[config.mk]
export PLATFORM = sky130hd
export DESIGN_NAME = pipe_issue_flat
export DESIGN_NICKNAME = d
export VERILOG_FILES = /design/src/rtl/pipe_pkg.sv /design/src/rtl/pipe_issue_if.sv /design/src/rtl/pipe_scoreboard.sv /design/src/rtl/pipe_issue.sv /design/src/flat_wrapper.sv
export SDC_FILE = /design/constraint.sdc
export NUM_CORES = 1
export LEC_CHECK = 0
export ABC_AREA = 1
export CORE_ASPECT_RATIO = 0.9
export CORE_MARGIN = 3
export CORE_UTILIZATION = 49
export CTS_CLUSTER_DIAMETER = 120
export DETAILED_ROUTE_END_ITERATION = 16
export MAX_ROUTING_LAYER = met4
export PLACE_DENSITY = 0.81
export SETUP_SLACK_MARGIN = 0.1
export SLEW_MARGIN = 30
export SYNTH_ARGS = -nofsm -noshare
export SYNTH_HDL_FRONTEND = slang
export SYNTH_SLANG_ARGS = --single-unit
export TNS_END_PERCENT = 1
[constraint.sdc]
create_clock -name clk -period 2.8 [get_ports clk]
set_clock_uncertainty 0.05 [all_clocks]
set_input_delay 0.28 -clock clk [delete_from_list [all_inputs] [get_ports clk]]
set_output_delay 0.28 -clock clk [all_outputs]
set_load 0.005 [all_outputs]
[src/rtl/pipe_pkg.sv]
// Shared definitions for the ALU-pipeline issuer: opcodes, instruction layout
// and the per-opcode source-operand usage rules.
package pipe_pkg;

  localparam int INSTR_W  = 24;
  localparam int FUNC_LSB = 20;
  localparam int RS1_LSB  = 16;
  localparam int RS2_LSB  = 12;
  localparam int RD_LSB   = 8;
  localparam int ADDR_LSB = 0;

  localparam logic [3:0] F_ADD  = 4'd0;
  localparam logic [3:0] F_SUB  = 4'd1;
  localparam logic [3:0] F_MUL  = 4'd2;
  localparam logic [3:0] F_SELA = 4'd3;
  localparam logic [3:0] F_SELB = 4'd4;
  localparam logic [3:0] F_AND  = 4'd5;
  localparam logic [3:0] F_OR   = 4'd6;
  localparam logic [3:0] F_XOR  = 4'd7;
  localparam logic [3:0] F_NEGA = 4'd8;
  localparam logic [3:0] F_NEGB = 4'd9;
  localparam logic [3:0] F_SRA  = 4'd10;
  localparam logic [3:0] F_SLA  = 4'd11;

  typedef struct packed {
    logic [3:0] func;
    logic [3:0] rs1;
    logic [3:0] rs2;
    logic [3:0] rd;
    logic [7:0] addr;
  } instr_t;

  typedef struct packed {
    logic       v;
    logic [3:0] rd;
  } sb_entry_t;

  // Reserved opcodes read no operands, so they can never be held back.
  function automatic logic uses_a(input logic [3:0] func);
    case (func)
      F_ADD, F_SUB, F_MUL, F_SELA, F_AND, F_OR,
      F_XOR, F_NEGA, F_SRA, F_SLA: uses_a = 1'b1;
      F_SELB, F_NEGB:              uses_a = 1'b0;
      default:                     uses_a = 1'b0;
    endcase
  endfunction

  function automatic logic uses_b(input logic [3:0] func);
    case (func)
      F_ADD, F_SUB, F_MUL, F_AND, F_OR, F_XOR: uses_b = 1'b1;
      default:                                 uses_b = 1'b0;
    endcase
  endfunction

endpackage

[src/rtl/pipe_issue_if.sv]
// Handshake bundles around the issuer: the incoming instruction stream and
// the issued-instruction bus towards the ALU pipeline.
interface instr_if;
  logic        in_valid;
  logic        in_ready;
  logic [23:0] in_instr;

  modport master (output in_valid, output in_instr, input in_ready);
  modport slave  (input in_valid, input in_instr, output in_ready);
endinterface

interface pipe_if;
  logic       pipe_valid;
  logic [3:0] rs1;
  logic [3:0] rs2;
  logic [3:0] rd;
  logic [3:0] func;
  logic [7:0] addr;

  modport master (output pipe_valid, output rs1, output rs2, output rd,
                  output func, output addr);
  modport slave  (input pipe_valid, input rs1, input rs2, input rd,
                  input func, input addr);
endinterface

[src/rtl/pipe_scoreboard.sv]
// In-flight destination tracker: a DEPTH-deep {v,rd} shift register and the
// RAW compare of the candidate instruction's sources against it.
module pipe_scoreboard
  import pipe_pkg::*;
#(
  parameter int DEPTH = 2
) (
  input  logic       clk,
  input  logic       rst,
  input  logic       i_push,
  input  logic [3:0] i_push_rd,
  input  logic [3:0] i_func,
  input  logic [3:0] i_rs1,
  input  logic [3:0] i_rs2,
  output logic       o_hazard
);

  sb_entry_t r_sb [DEPTH];
  logic      w_use_a;
  logic      w_use_b;

  assign w_use_a = uses_a(i_func);
  assign w_use_b = uses_b(i_func);

  // Shift every cycle; a non-accept still advances the window with an empty slot.
  always_ff @(posedge clk) begin
    if (rst) begin
      for (int i = 0; i < DEPTH; i++) begin
        r_sb[i] <= '0;
      end
    end else begin
      r_sb[0].v  <= i_push;
      r_sb[0].rd <= i_push ? i_push_rd : 4'd0;
      for (int i = 1; i < DEPTH; i++) begin
        r_sb[i] <= r_sb[i-1];
      end
    end
  end

  // Compare sources against every still-valid in-flight destination.
  always_comb begin
    o_hazard = 1'b0;
    for (int i = 0; i < DEPTH; i++) begin
      o_hazard = o_hazard | (r_sb[i].v &
                 ((w_use_a & (i_rs1 == r_sb[i].rd)) |
                  (w_use_b & (i_rs2 == r_sb[i].rd))));
    end
  end

endmodule

[src/rtl/pipe_issue.sv]
// Instruction issuer: accepts packed instructions, holds them back on RAW
// hazards and drives one registered instruction (or bubble) per cycle.
module pipe_issue
  import pipe_pkg::*;
#(
  parameter int DEPTH = 2,
  parameter int CNT_W = 16
) (
  input  logic             clk,
  input  logic             rst,
  instr_if.slave           s_in,
  pipe_if.master           m_pipe,
  output logic [CNT_W-1:0] issue_cnt,
  output logic [CNT_W-1:0] stall_cnt
);

  instr_t           w_instr;
  logic             w_hazard;
  logic             w_ready;
  logic             w_accept;
  logic             w_stall;
  logic             r_valid;
  instr_t           r_instr;
  logic [CNT_W-1:0] r_issue_cnt;
  logic [CNT_W-1:0] r_stall_cnt;

  assign w_instr  = instr_t'(s_in.in_instr);
  assign w_ready  = !rst && !w_hazard;
  assign w_accept = s_in.in_valid && w_ready;
  assign w_stall  = s_in.in_valid && !w_ready;

  assign s_in.in_ready = w_ready;

  pipe_scoreboard #(.DEPTH(DEPTH)) u_sb (
    .clk       (clk),
    .rst       (rst),
    .i_push    (w_accept),
    .i_push_rd (w_instr.rd),
    .i_func    (w_instr.func),
    .i_rs1     (w_instr.rs1),
    .i_rs2     (w_instr.rs2),
    .o_hazard  (w_hazard)
  );

  // Output register: bubbles carry all-zero fields so downstream sees no stale data.
  always_ff @(posedge clk) begin
    if (rst) begin
      r_valid     <= 1'b0;
      r_instr     <= '0;
      r_issue_cnt <= '0;
      r_stall_cnt <= '0;
    end else begin
      r_valid <= w_accept;
      r_instr <= w_accept ? w_instr : '0;
      if (w_accept) begin
        r_issue_cnt <= r_issue_cnt + CNT_W'(1);
      end else begin
        r_issue_cnt <= r_issue_cnt;
      end
      if (w_stall) begin
        r_stall_cnt <= r_stall_cnt + CNT_W'(1);
      end else begin
        r_stall_cnt <= r_stall_cnt;
      end
    end
  end

  assign m_pipe.pipe_valid = r_valid;
  assign m_pipe.func       = r_instr.func;
  assign m_pipe.rs1        = r_instr.rs1;
  assign m_pipe.rs2        = r_instr.rs2;
  assign m_pipe.rd         = r_instr.rd;
  assign m_pipe.addr       = r_instr.addr;
  assign issue_cnt         = r_issue_cnt;
  assign stall_cnt         = r_stall_cnt;

endmodule

[src/flat_wrapper.sv]
// flat-port wrapper written by rule: the top's interface ports become plain ports
module pipe_issue_flat import pipe_pkg::*;
#(
  parameter int DEPTH = 2,
  parameter int CNT_W = 16
)
  (clk, rst, issue_cnt, stall_cnt, s_in_in_valid, s_in_in_instr, s_in_in_ready, m_pipe_pipe_valid, m_pipe_rs1, m_pipe_rs2, m_pipe_rd, m_pipe_func, m_pipe_addr);
  instr_if s_in_i ();
  pipe_if m_pipe_i ();
  input  logic clk;
  input  logic rst;
  output logic [CNT_W-1:0] issue_cnt;
  output logic [CNT_W-1:0] stall_cnt;
  input wire logic [$bits(s_in_i.in_valid)-1:0] s_in_in_valid;
  input wire logic [$bits(s_in_i.in_instr)-1:0] s_in_in_instr;
  output wire logic [$bits(s_in_i.in_ready)-1:0] s_in_in_ready;
  output wire logic [$bits(m_pipe_i.pipe_valid)-1:0] m_pipe_pipe_valid;
  output wire logic [$bits(m_pipe_i.rs1)-1:0] m_pipe_rs1;
  output wire logic [$bits(m_pipe_i.rs2)-1:0] m_pipe_rs2;
  output wire logic [$bits(m_pipe_i.rd)-1:0] m_pipe_rd;
  output wire logic [$bits(m_pipe_i.func)-1:0] m_pipe_func;
  output wire logic [$bits(m_pipe_i.addr)-1:0] m_pipe_addr;
  assign s_in_i.in_valid = s_in_in_valid;
  assign s_in_i.in_instr = s_in_in_instr;
  assign s_in_in_ready = s_in_i.in_ready;
  assign m_pipe_pipe_valid = m_pipe_i.pipe_valid;
  assign m_pipe_rs1 = m_pipe_i.rs1;
  assign m_pipe_rs2 = m_pipe_i.rs2;
  assign m_pipe_rd = m_pipe_i.rd;
  assign m_pipe_func = m_pipe_i.func;
  assign m_pipe_addr = m_pipe_i.addr;
  pipe_issue #(.DEPTH(DEPTH), .CNT_W(CNT_W)) u_core (.clk(clk), .rst(rst), .s_in(s_in_i), .m_pipe(m_pipe_i), .issue_cnt(issue_cnt), .stall_cnt(stall_cnt));
endmodule
==> results of run 1 <==
-- registers in the layout (all words and copies together), names as in the netlist --
register	count
u_core.m_pipe.func	4
u_core.m_pipe.addr	8
u_core.u_sb.r_sb	6
u_core.stall_cnt	16
u_core.m_pipe.rd	4
u_core.m_pipe.rs1	4
u_core.m_pipe.rs2	4
u_core.issue_cnt	16
-- power groups by stage --
stage,logic (mW),clock network [mW],registers (mW)
floorplan,0.105,0,0.939
finish,0.204,0.879,0.919
CTS,0.206,0.894,0.919
global placement,0.199,0,0.939
detailed placement,0.204,0,0.939
global route,0.226,0.940,0.922
-- cell type report --
class	instances	area [sq um]
clock buffers	11	141
clock inverters	5	81.3
fillers	494	1710
inverters	55	206
multi-input cells	295	1550
flip-flops and latches	62	1240
well taps	84	105
repair buffers	90	886
-- per-layer routing --
layer	track usage	vias to the layer above	share of wire
met2	0.377	112	0.47
li1	-	1508	-
met5	-	-	0
met1	0.261	1338	0.45
met4	0.0765	0	0.011
met3	0.0577	7	0.073
-- worst min-delay path: cells and delay by family --
family                 cells  cell delay [ns]
buffers and inverters      2             0.45
AND/OR/NAND/NOR            1             0.03
-- layout by cell type, fill, tap and decap left out, drive strengths merged --
cell type | netlist | layout
nand2 | 105 | 105
xnor2 | 7 | 7
clkbuf | 7 | 11
clkinv | 0 | 1
clkdlybuf4s50 | 0 | 84
buf | 12 | 6
nand4 | 17 | 17
bufinv | 0 | 2
xor2 | 25 | 25
o21bai | 2 | 2
nor2 | 63 | 63
a21oi | 29 | 29
dfxtp | 62 | 62
o21ai | 1 | 1
nor3 | 12 | 12
nand3 | 31 | 31
ha | 2 | 2
clkinvlp | 0 | 1
nor3b | 1 | 1
inv | 55 | 56
-- per-stage QoR --
stage                     total power, mW  cell area, sq um  cells  setup slack [ns]
after CTS                            2.02              4220    602             0.382
after global placement               1.14              3990    586             0.436
after detailed placement             1.14              3990    586             0.362
final                                2.00              4220    602             0.394
after global routing                 2.09              4220    602             0.233
after floorplan                      1.04              3130    431              1.23
-- worst paths after layout --
check | end | slack (ns) | depth (start not counted)
hold reg to reg | u_core.u_sb.r_sb[0][9] | 0.42 | 2
hold / removal | u_core.m_pipe.rd[3] | 0.41 | 3
setup reg to reg | u_core.stall_cnt[0] | 0.78 | 12
setup / recovery | s_in_in_ready | 0.39 | 11
-- logic make-up after synthesis --
logic type / count (synthesis) / share of synthesized area
simple gates: 229 / 0.331
buf+inv: 74 / 0.107
flops: 62 / 0.397
compound gates: 32 / 0.0684
xor+xnor: 32 / 0.0896
fa+ha+maj: 2 / 0.00800
==> results by group, run 1 <==
Drt
  – Remaining DRCs: 0
  – Number of nets with antenna violations after routing: 0
  – Number of search-and-repair iterations in the first detailed-routing pass: 4
  – Total via count after detailed routing: 2965
  – Count of routing violations after the opening detailed-route iteration: 183
  – Mean routed wirelength per cell: 12.5 microns
  – Mean number of vias per cell: 4.93
  – Detailed Route WL: 7510 microns

Pwr
  – Peak supply drop: 0.000394 V
  – Switching Fraction: 0.234
  – Combinational Power Share: 0.102
  – Internal power: 1.53 mW
  – Switching power total: 469 uW
  – Share of total power in sequential cells: 0.459
  – Power Density: 475 mW/mm^2
  – Clk pwr share: 0.439
  – Leak Pwr: 1.64 nW

Global route
  – First-pass GRT wire length: 12800 microns
  – GRT Util Overall: 0.223
  – Pin count of the biggest net entering global routing: 36
  – Number of global-route vias before repair: 2813
  – Initial antenna violation count: 0
  – GR Overflow Total: 0

Logic synthesis
  – Synth warn: 0
  – Biggest area consumer among synthesized cells: sky130_fd_sc_hd__dfxtp_1
  – Cell with the most instances after synthesis: sky130_fd_sc_hd__nand2_1
  – Net count of the mapped netlist: 460
  – Dominant cells by area after synthesis: sky130_fd_sc_hd__dfxtp_1, sky130_fd_sc_hd__nand2_1, sky130_fd_sc_hd__nor2_1
  – Number of enable flip-flop cells after synthesis: 0
  – Post-synthesis sequential element count: 62
  – Unique cell type count in the Yosys netlist: 27
  – Average cell area after synthesis: 7.26 sq um
  – Top post-synthesis cells by count: sky130_fd_sc_hd__nand2_1, sky130_fd_sc_hd__dfxtp_1, sky130_fd_sc_hd__nor2_1
  – Synthesized area: 0.00313 sq mm
  – Number of instances in the synthesized netlist: 431
  – Main flop type after synthesis: sky130_fd_sc_hd__dfxtp_1
  – Async SR Flop Fraction: 0
  – Register area share after synthesis: 0.397
  – Synth top area share: 0.397

Clock tree
  – Clock sinks: 62
  – Clock network latency to the later pin of the worst-skew pair: 0.34 ns
  – Clock transition time at the flip-flop clock pins of the worst setup and hold paths: 0.07 ns
  – Clk buf depth: 2
  – TritonCTS clock tree: yes
  – Buffers inserted during post-CTS setup optimization: 0
  – Clock buffer count from CTS: 9
  – Post-CTS resize count: 0
  – Master cell of the clock root buffer: sky130_fd_sc_hd__clkbuf_8
  – Total of hold buffers inserted after clock tree synthesis: 0
  – Number of levels in the clock H-tree: 3

Setup path
  – Start of the worst register-to-register path: u_core.m_pipe.rd[0]
  – Most prevalent standard cell on the critical path: sky130_fd_sc_hd__nand2_1
  – Startpoint-to-endpoint class of the critical path: in -> out
  – Number of buffer and inverter instances along the worst setup path: 3
  – CP max stage delay: 0.49 ns
  – Startpoint class of the critical path: primary input
  – Crit end category: output port
  – CP top delay family: buffers and inverters
  – Endpoint arrival time on the critical path: 2.08 ns
  – Critical-path cell list: clkdlybuf4s50_1 > nor2_2 > nand2_1 > nand2_1 > nor2_2 > nand3_1 > nand2_1 > nand2_4 > nand3_4 > inv_1 > clkdlybuf4s50_1
  – Library cell contributing the largest single delay on the critical path: sky130_fd_sc_hd__clkdlybuf4s50_1
  – Beginning of the critical path: s_in_in_instr[20]
  – Maximum fanout encountered on the critical timing path: 16
  – Required time of the critical path: 2.47 ns

Timing
  – Setup_tns: 0 ns
  – Tightest Pin Transition: 0.794 ns
  – Worst Hold Slack: 0.412 ns
  – Rel. slew slack: 0.469
  – Setup repair after global routing missed its margin: false
  – Setup violations, final: 0
  – Top achievable clock speed: 416 MHz
  – Hold violation total from the final report: 0
  – Final Cycle Share: 0.859
  – Min Clock Period, post-route: 2.41 ns
  – Final max-slew violation count: 0

Floorplan
  – Core Footprint: 0.00592 sq mm
  – Vertical extent of the die: 81.8 microns
  – Die area: 0.00738 sq mm
  – Io pins: 85
  – Die X: 90.2 microns
  – Number of core rows: 26
  – Initial Util: 0.529

Run
  – Max-cap violations: 0

Finish
  – Number of nets at the end of the flow: 542
  – Synth-to-Final Area Change: 34.7%
  – Post-layout utilization of the core: 0.712
  – Diodes inserted: 0
  – Share of post-route cells with drive strength above 1: 0.112

Worst hold path
  – Hold Crit Class: in -> reg
  – Hold Crit Start: s_in_in_instr[11]

Place
  – Detailed-placement wirelength estimate: 5400 microns
  – Placer Congestion: 0.955
  – Number of port buffers: 84

Status
  – Result of the run: complete, no violations
Note: power is estimated with default switching activity, not from simulation.
==> run 2, diff against run 1 <==
- PLACE_DENSITY: 0.81 -> 0.84
==> run 2 against run 1 <==
Net effect:
- total power is 5.7% lower
- first-iteration DRC count decreased by 16%
- critical path depth did not move
==> results by group, run 2 (same netlist as run 1, synthesis figures left out) <==
Setup path
  – Endpoint arrival time on the critical path: 2.09 ns (about the same)
  – Maximum fanout encountered on the critical timing path: 16 (unchanged)
  – Startpoint class of the critical path: primary input
  – Startpoint-to-endpoint class of the critical path: in -> out
  – Required time of the critical path: 2.47 ns (about the same)
  – Crit end category: output port

Floorplan
  – Number of core rows: 26 (unchanged)
  – Die X: 90.2 microns (unchanged)
  – Initial Util: 0.529 (unchanged)
  – Vertical extent of the die: 81.8 microns (unchanged)
  – Io pins: 85 (unchanged)
  – Die area: 0.00738 sq mm (unchanged)
  – Core Footprint: 0.00592 sq mm (unchanged)

Drt
  – Number of nets with antenna violations after routing: 0 (unchanged)
  – Remaining DRCs: 0 (unchanged)
  – Total via count after detailed routing: 2969 (+0.13%)
  – Mean routed wirelength per cell: 12.7 microns (+1.4%)
  – Number of search-and-repair iterations in the first detailed-routing pass: 4 (unchanged)
  – Count of routing violations after the opening detailed-route iteration: 154 (-16%)
  – Mean number of vias per cell: 4.92 (about the same)
  – Detailed Route WL: 7630 microns (+1.6%)

Global route
  – First-pass GRT wire length: 12800 microns (-0.43%)
  – Number of global-route vias before repair: 2829 (+0.57%)
  – Pin count of the biggest net entering global routing: 37 (+2.8%)
  – GR Overflow Total: 0 (unchanged)
  – Initial antenna violation count: 0 (unchanged)
  – GRT Util Overall: 0.221 (-0.00117)

Finish
  – Count of placed standard cells in the final layout, fillers left out: 603 (+0.17%)
  – Post-layout utilization of the core: 0.708 (-0.00444)
  – Most common cell after layout, fill and taps aside: sky130_fd_sc_hd__nand2_1
  – Most used cells in the layout excluding fill and tap cells: sky130_fd_sc_hd__nand2_1, sky130_fd_sc_hd__clkdlybuf4s50_1, sky130_fd_sc_hd__dfxtp_1
  – Number of nets at the end of the flow: 543 (+0.18%)
  – Share of post-route cells with drive strength above 1: 0.114 (+0.00171)
  – Synth-to-Final Area Change: 33.9%
  – Diodes inserted: 0 (unchanged)

Clock tree
  – Clock sinks: 62 (unchanged)
  – TritonCTS clock tree: yes
  – Clock transition time at the flip-flop clock pins of the worst setup and hold paths: 0.07 ns (about the same)
  – Master cell of the clock root buffer: sky130_fd_sc_hd__clkbuf_8
  – Buffers inserted during post-CTS setup optimization: 0 (unchanged)
  – Clock network latency to the later pin of the worst-skew pair: 0.34 ns (about the same)
  – Total of hold buffers inserted after clock tree synthesis: 0 (unchanged)
  – Clock buffer count from CTS: 9 (unchanged)
  – Clk buf depth: 2 (unchanged)
  – Number of levels in the clock H-tree: 3 (unchanged)
  – Post-CTS resize count: 0 (unchanged)

Worst hold path
  – Hold Crit Class: in -> reg

Timing
  – Final max-slew violation count: 0 (unchanged)
  – Least setup slack across all paths after layout: 0.377 ns (-0.0176 ns)
  – Setup_tns: 0 ns (unchanged)
  – Rel. slew slack: 0.638 (+0.169)
  – Final Cycle Share: 0.865 (+0.00628)
  – Min Clock Period, post-route: 2.42 ns (+0.0176 ns)
  – Tightest Pin Transition: 0.541 ns (-0.253 ns)
  – Hold violation total from the final report: 0 (unchanged)
  – Setup repair after global routing missed its margin: false
  – Top achievable clock speed: 413 MHz (-0.73%)
  – Setup violations, final: 0 (unchanged)

Pwr
  – Peak supply drop: 0.000323 V (-18%)
  – Switching power total: 472 uW (+0.71%)
  – Combinational Power Share: 0.110 (+0.008)
  – Power Density: 451 mW/mm^2 (-5.1%)
  – Internal power: 1.42 mW (-7.6%)
  – Switching Fraction: 0.250 (+0.0159)
  – Leak Pwr: 1.64 nW (-0.53%)
  – Clk pwr share: 0.403 (-0.036)
  – Share of total power in sequential cells: 0.487 (+0.028)

Run
  – Max-cap violations: 0 (unchanged)

Status
  – Result of the run: complete, no violations

Place
  – DP Cell Count: 587 (+0.17%)
  – Placer Congestion: 0.985 (+3.2%)
  – Place WS: 0.360 ns (-0.00189 ns)
  – Detailed-placement wirelength estimate: 5510 microns (+1.9%)
  – Number of port buffers: 84 (unchanged)
==> run 2: critical path, cell delays in order <==
cell	delay [ns]
sky130_fd_sc_hd__clkdlybuf4s50_1	0.48
sky130_fd_sc_hd__nor2_2	0.16
sky130_fd_sc_hd__nand2_1	0.06
sky130_fd_sc_hd__nand2_1	0.07
sky130_fd_sc_hd__nor2_2	0.05
sky130_fd_sc_hd__nand3_1	0.08
sky130_fd_sc_hd__nand2_1	0.09
sky130_fd_sc_hd__nand2_4	0.18
sky130_fd_sc_hd__nand3_4	0.09
sky130_fd_sc_hd__inv_1	0.06
sky130_fd_sc_hd__clkdlybuf4s50_1	0.49
==> run 2: layer usage <==
layer | vias to the layer above | track usage | share of wire
met5 | - | - | 0
met2 | 121 | 0.365 | 0.45
met1 | 1330 | 0.258 | 0.46
li1 | 1510 | - | -
met3 | 8 | 0.0751 | 0.072
met4 | 0 | 0.0734 | 0.010
==> run 2: worst paths after layout <==
check                                       startpoint                     end  slack [ns]  cells past startpoint
worst max-delay path                 s_in_in_instr[20]           s_in_in_ready        0.38                     11
worst min-delay path                  s_in_in_instr[9]     u_core.m_pipe.rd[1]        0.41                      3
worst max register to register     u_core.m_pipe.rd[0]     u_core.stall_cnt[0]        0.78                     12
worst min register to register  u_core.u_sb.r_sb[0][4]  u_core.u_sb.r_sb[0][9]        0.42                      2
==> run 2: through the flow <==
step	power [mW]	cell area (sq um)	hold slack, ns
6_report	1.89	4190	0.412
2_1_floorplan	1.04	3130	0.342
5_1_grt	1.98	4190	0.395
4_1_cts	1.91	4190	0.395
3_3_place_gp	1.14	4000	0.409
3_5_place_dp	1.15	4000	0.416
==> run 2: power groups by stage <==
stage | Clock (mW) | Combinational [mW] | Sequential [mW]
final | 0.762 | 0.207 | 0.919
after global routing | 0.831 | 0.227 | 0.921
after CTS | 0.787 | 0.208 | 0.919
after detailed placement | 0 | 0.207 | 0.939
after global placement | 0 | 0.200 | 0.939
after floorplan | 0 | 0.105 | 0.939
==> run 2: cell type report <==
cell class | count | area (sq um)
Fill cell | 505 | 1730
Clock buffer | 10 | 128
Timing Repair Buffer | 91 | 893
Multi-Input combinational cell | 295 | 1550
Clock inverter | 6 | 61.3
Inverter | 55 | 206
Tap cell | 84 | 105
Sequential cell | 62 | 1240
==> run 3, diff against run 2 <==
- PLACE_DENSITY: 0.84 -> not set
- PLACE_DENSITY_LB_ADDON: not set -> 0.05
==> run 3 against run 2 <==
Net effect:
- sequential share of layout area is 0.21 points lower
- cell count is 0.33% lower
- register-to-register slack better by 0.05 ns
- clock power is 12% higher
- count of clock-buffer cells in the layout is 2 higher
- sequential cell count stayed put
- routed wire length is 4.9% lower
- die area stayed put
- sequential power hardly changed
- global-route usage is 0.71 points lower
- maximum frequency is 0.55% higher
- utilization is 0.51 points higher
- critical path type unchanged
- critical endpoint unchanged
==> results by group, run 3 (same netlist as run 1, synthesis figures left out) <==
Status
  – Result of the run: complete, no violations

Worst hold path
  – Hold Crit Class: in -> reg

Clock tree
  – Clock network latency to the later pin of the worst-skew pair: 0.33 ns (about the same)
  – Master cell of the clock root buffer: sky130_fd_sc_hd__clkbuf_8
  – Number of levels in the clock H-tree: 3 (unchanged)
  – Clock buffer count from CTS: 9 (unchanged)
  – Clock sinks: 62 (unchanged)
  – Post-CTS resize count: 0 (unchanged)
  – Buffers inserted during post-CTS setup optimization: 0 (unchanged)
  – Clock transition time at the flip-flop clock pins of the worst setup and hold paths: 0.07 ns (about the same)
  – Clk buf depth: 2 (unchanged)
  – Total of hold buffers inserted after clock tree synthesis: 0 (unchanged)
  – TritonCTS clock tree: yes

Timing
  – Setup_tns: 0 ns (unchanged)
  – Final Cycle Share: 0.861 (-0.00474)
  – Top achievable clock speed: 415 MHz (+0.55%)
  – Rel. slew slack: 0.730 (+0.0920)
  – Setup repair after global routing missed its margin: false
  – Min Clock Period, post-route: 2.41 ns (-0.0133 ns)
  – Tightest Pin Transition: 0.403 ns (-0.137 ns)
  – Worst Hold Slack: 0.418 ns (+0.00616 ns)
  – Final max-slew violation count: 0 (unchanged)
  – Setup violations, final: 0 (unchanged)
  – Hold violation total from the final report: 0 (unchanged)

Global route
  – Number of global-route vias before repair: 2801 (-0.99%)
  – GRT Util Overall: 0.214 (-0.00705)
  – Pin count of the biggest net entering global routing: 32 (-14%)
  – First-pass GRT wire length: 12500 microns (-2.3%)
  – Initial antenna violation count: 0 (unchanged)
  – GR Overflow Total: 0 (unchanged)

Drt
  – Mean routed wirelength per cell: 12.1 microns (-4.6%)
  – Number of search-and-repair iterations in the first detailed-routing pass: 6 (+2)
  – Total via count after detailed routing: 2894 (-2.5%)
  – Mean number of vias per cell: 4.82 (-2.2%)
  – Remaining DRCs: 0 (unchanged)
  – Count of routing violations after the opening detailed-route iteration: 101 (-34%)
  – Detailed Route WL: 7260 microns (-4.9%)
  – Number of nets with antenna violations after routing: 0 (unchanged)

Pwr
  – Peak supply drop: 0.000309 V (-4.5%)
  – Power Density: 469 mW/mm^2 (+4.2%)
  – Leak Pwr: 1.65 nW (+0.67%)

Place
  – Number of port buffers: 84 (unchanged)
  – Placer Congestion: 0.890 (-9.7%)
  – Detailed-placement wirelength estimate: 5260 microns (-4.4%)

Setup path
  – Required time of the critical path: 2.47 ns (about the same)
  – Startpoint-to-endpoint class of the critical path: in -> out
  – Startpoint class of the critical path: primary input
  – Library cell contributing the largest single delay on the critical path: sky130_fd_sc_hd__clkdlybuf4s50_1
  – Critical-path cell list: clkdlybuf4s50_1 > nor2_2 > nand2_1 > nand2_1 > nor2_2 > nand3_1 > nand2_1 > nand2_4 > nand3_4 > inv_1 > clkdlybuf4s50_1
  – Crit end category: output port
  – Endpoint arrival time on the critical path: 2.08 ns (about the same)
  – CP top delay family: buffers and inverters
  – Maximum fanout encountered on the critical timing path: 16 (unchanged)
  – CP max stage delay: 0.49 ns (about the same)
  – Most prevalent standard cell on the critical path: sky130_fd_sc_hd__nand2_1
  – Number of buffer and inverter instances along the worst setup path: 3 (unchanged)

Finish
  – Number of nets at the end of the flow: 542 (-0.18%)
  – Most used cells in the layout excluding fill and tap cells: sky130_fd_sc_hd__nand2_1, sky130_fd_sc_hd__clkdlybuf4s50_1, sky130_fd_sc_hd__dfxtp_1
  – Share of post-route cells with drive strength above 1: 0.108 (-0.00536)
  – Post-layout utilization of the core: 0.713 (+0.00507)
  – Diodes inserted: 0 (unchanged)
  – Synth-to-Final Area Change: 34.8%
  – Most common cell after layout, fill and taps aside: sky130_fd_sc_hd__nand2_1

Floorplan
  – Number of core rows: 26 (unchanged)
  – Io pins: 85 (unchanged)
  – Vertical extent of the die: 81.8 microns (unchanged)
  – Die X: 90.2 microns (unchanged)
  – Die area: 0.00738 sq mm (unchanged)
  – Initial Util: 0.529 (unchanged)
  – Core Footprint: 0.00592 sq mm (unchanged)

Run
  – Max-cap violations: 0 (unchanged)
run 3: per-stage QoR:
stage	std cells	setup WS, ns	total power [mW]	area [sq um]
final	601	0.390	1.98	4220
after global routing	601	0.204	2.07	4220
after CTS	601	0.391	2.00	4220
after detailed placement	586	0.402	1.14	4010
after global placement	586	0.434	1.14	4010
after floorplan	431	1.23	1.04	3130
run 3: path summary, 6_finish.rpt:
check,startpoint,endpoint,slack [ns],depth (start not counted)
min reg2reg,u_core.u_sb.r_sb[0][4],u_core.u_sb.r_sb[0][9],0.43,2
max,s_in_in_instr[20],s_in_in_ready,0.39,11
max reg2reg,u_core.m_pipe.rd[1],u_core.stall_cnt[1],0.83,12
min,s_in_in_instr[9],u_core.m_pipe.rd[1],0.42,3
run 3: layout make-up:
class                      count  area, sq um
clock buffer                  12          145
inverter                      55          206
tap                           84          105
sequential                    62         1240
clock inverter                 3         68.8
fill                         518         1700
timing repair buffer          90          898
multi-input combinational    295         1550
run 3: layer usage:
metal / vias to the layer above / part of all wire / global-route usage
met5: - / 0 / -
met4: 0 / 0.0098 / 0.0719
met3: 7 / 0.057 / 0.0632
met2: 92 / 0.45 / 0.349
met1: 1288 / 0.48 / 0.258
li1: 1507 / - / -
run 3: worst min-delay path, stage by stage:
cell                              delay (ns)
sky130_fd_sc_hd__clkdlybuf4s50_1        0.39
sky130_fd_sc_hd__inv_1                  0.05
sky130_fd_sc_hd__nor2_1                 0.03
run 3: report_power, final:
group,switching [mW],total (mW),internal (mW)
sequential,0.0152,0.919,0.904
clock,0.332,0.855,0.523
combinational,0.103,0.206,0.103
total,0.450,1.98,1.53
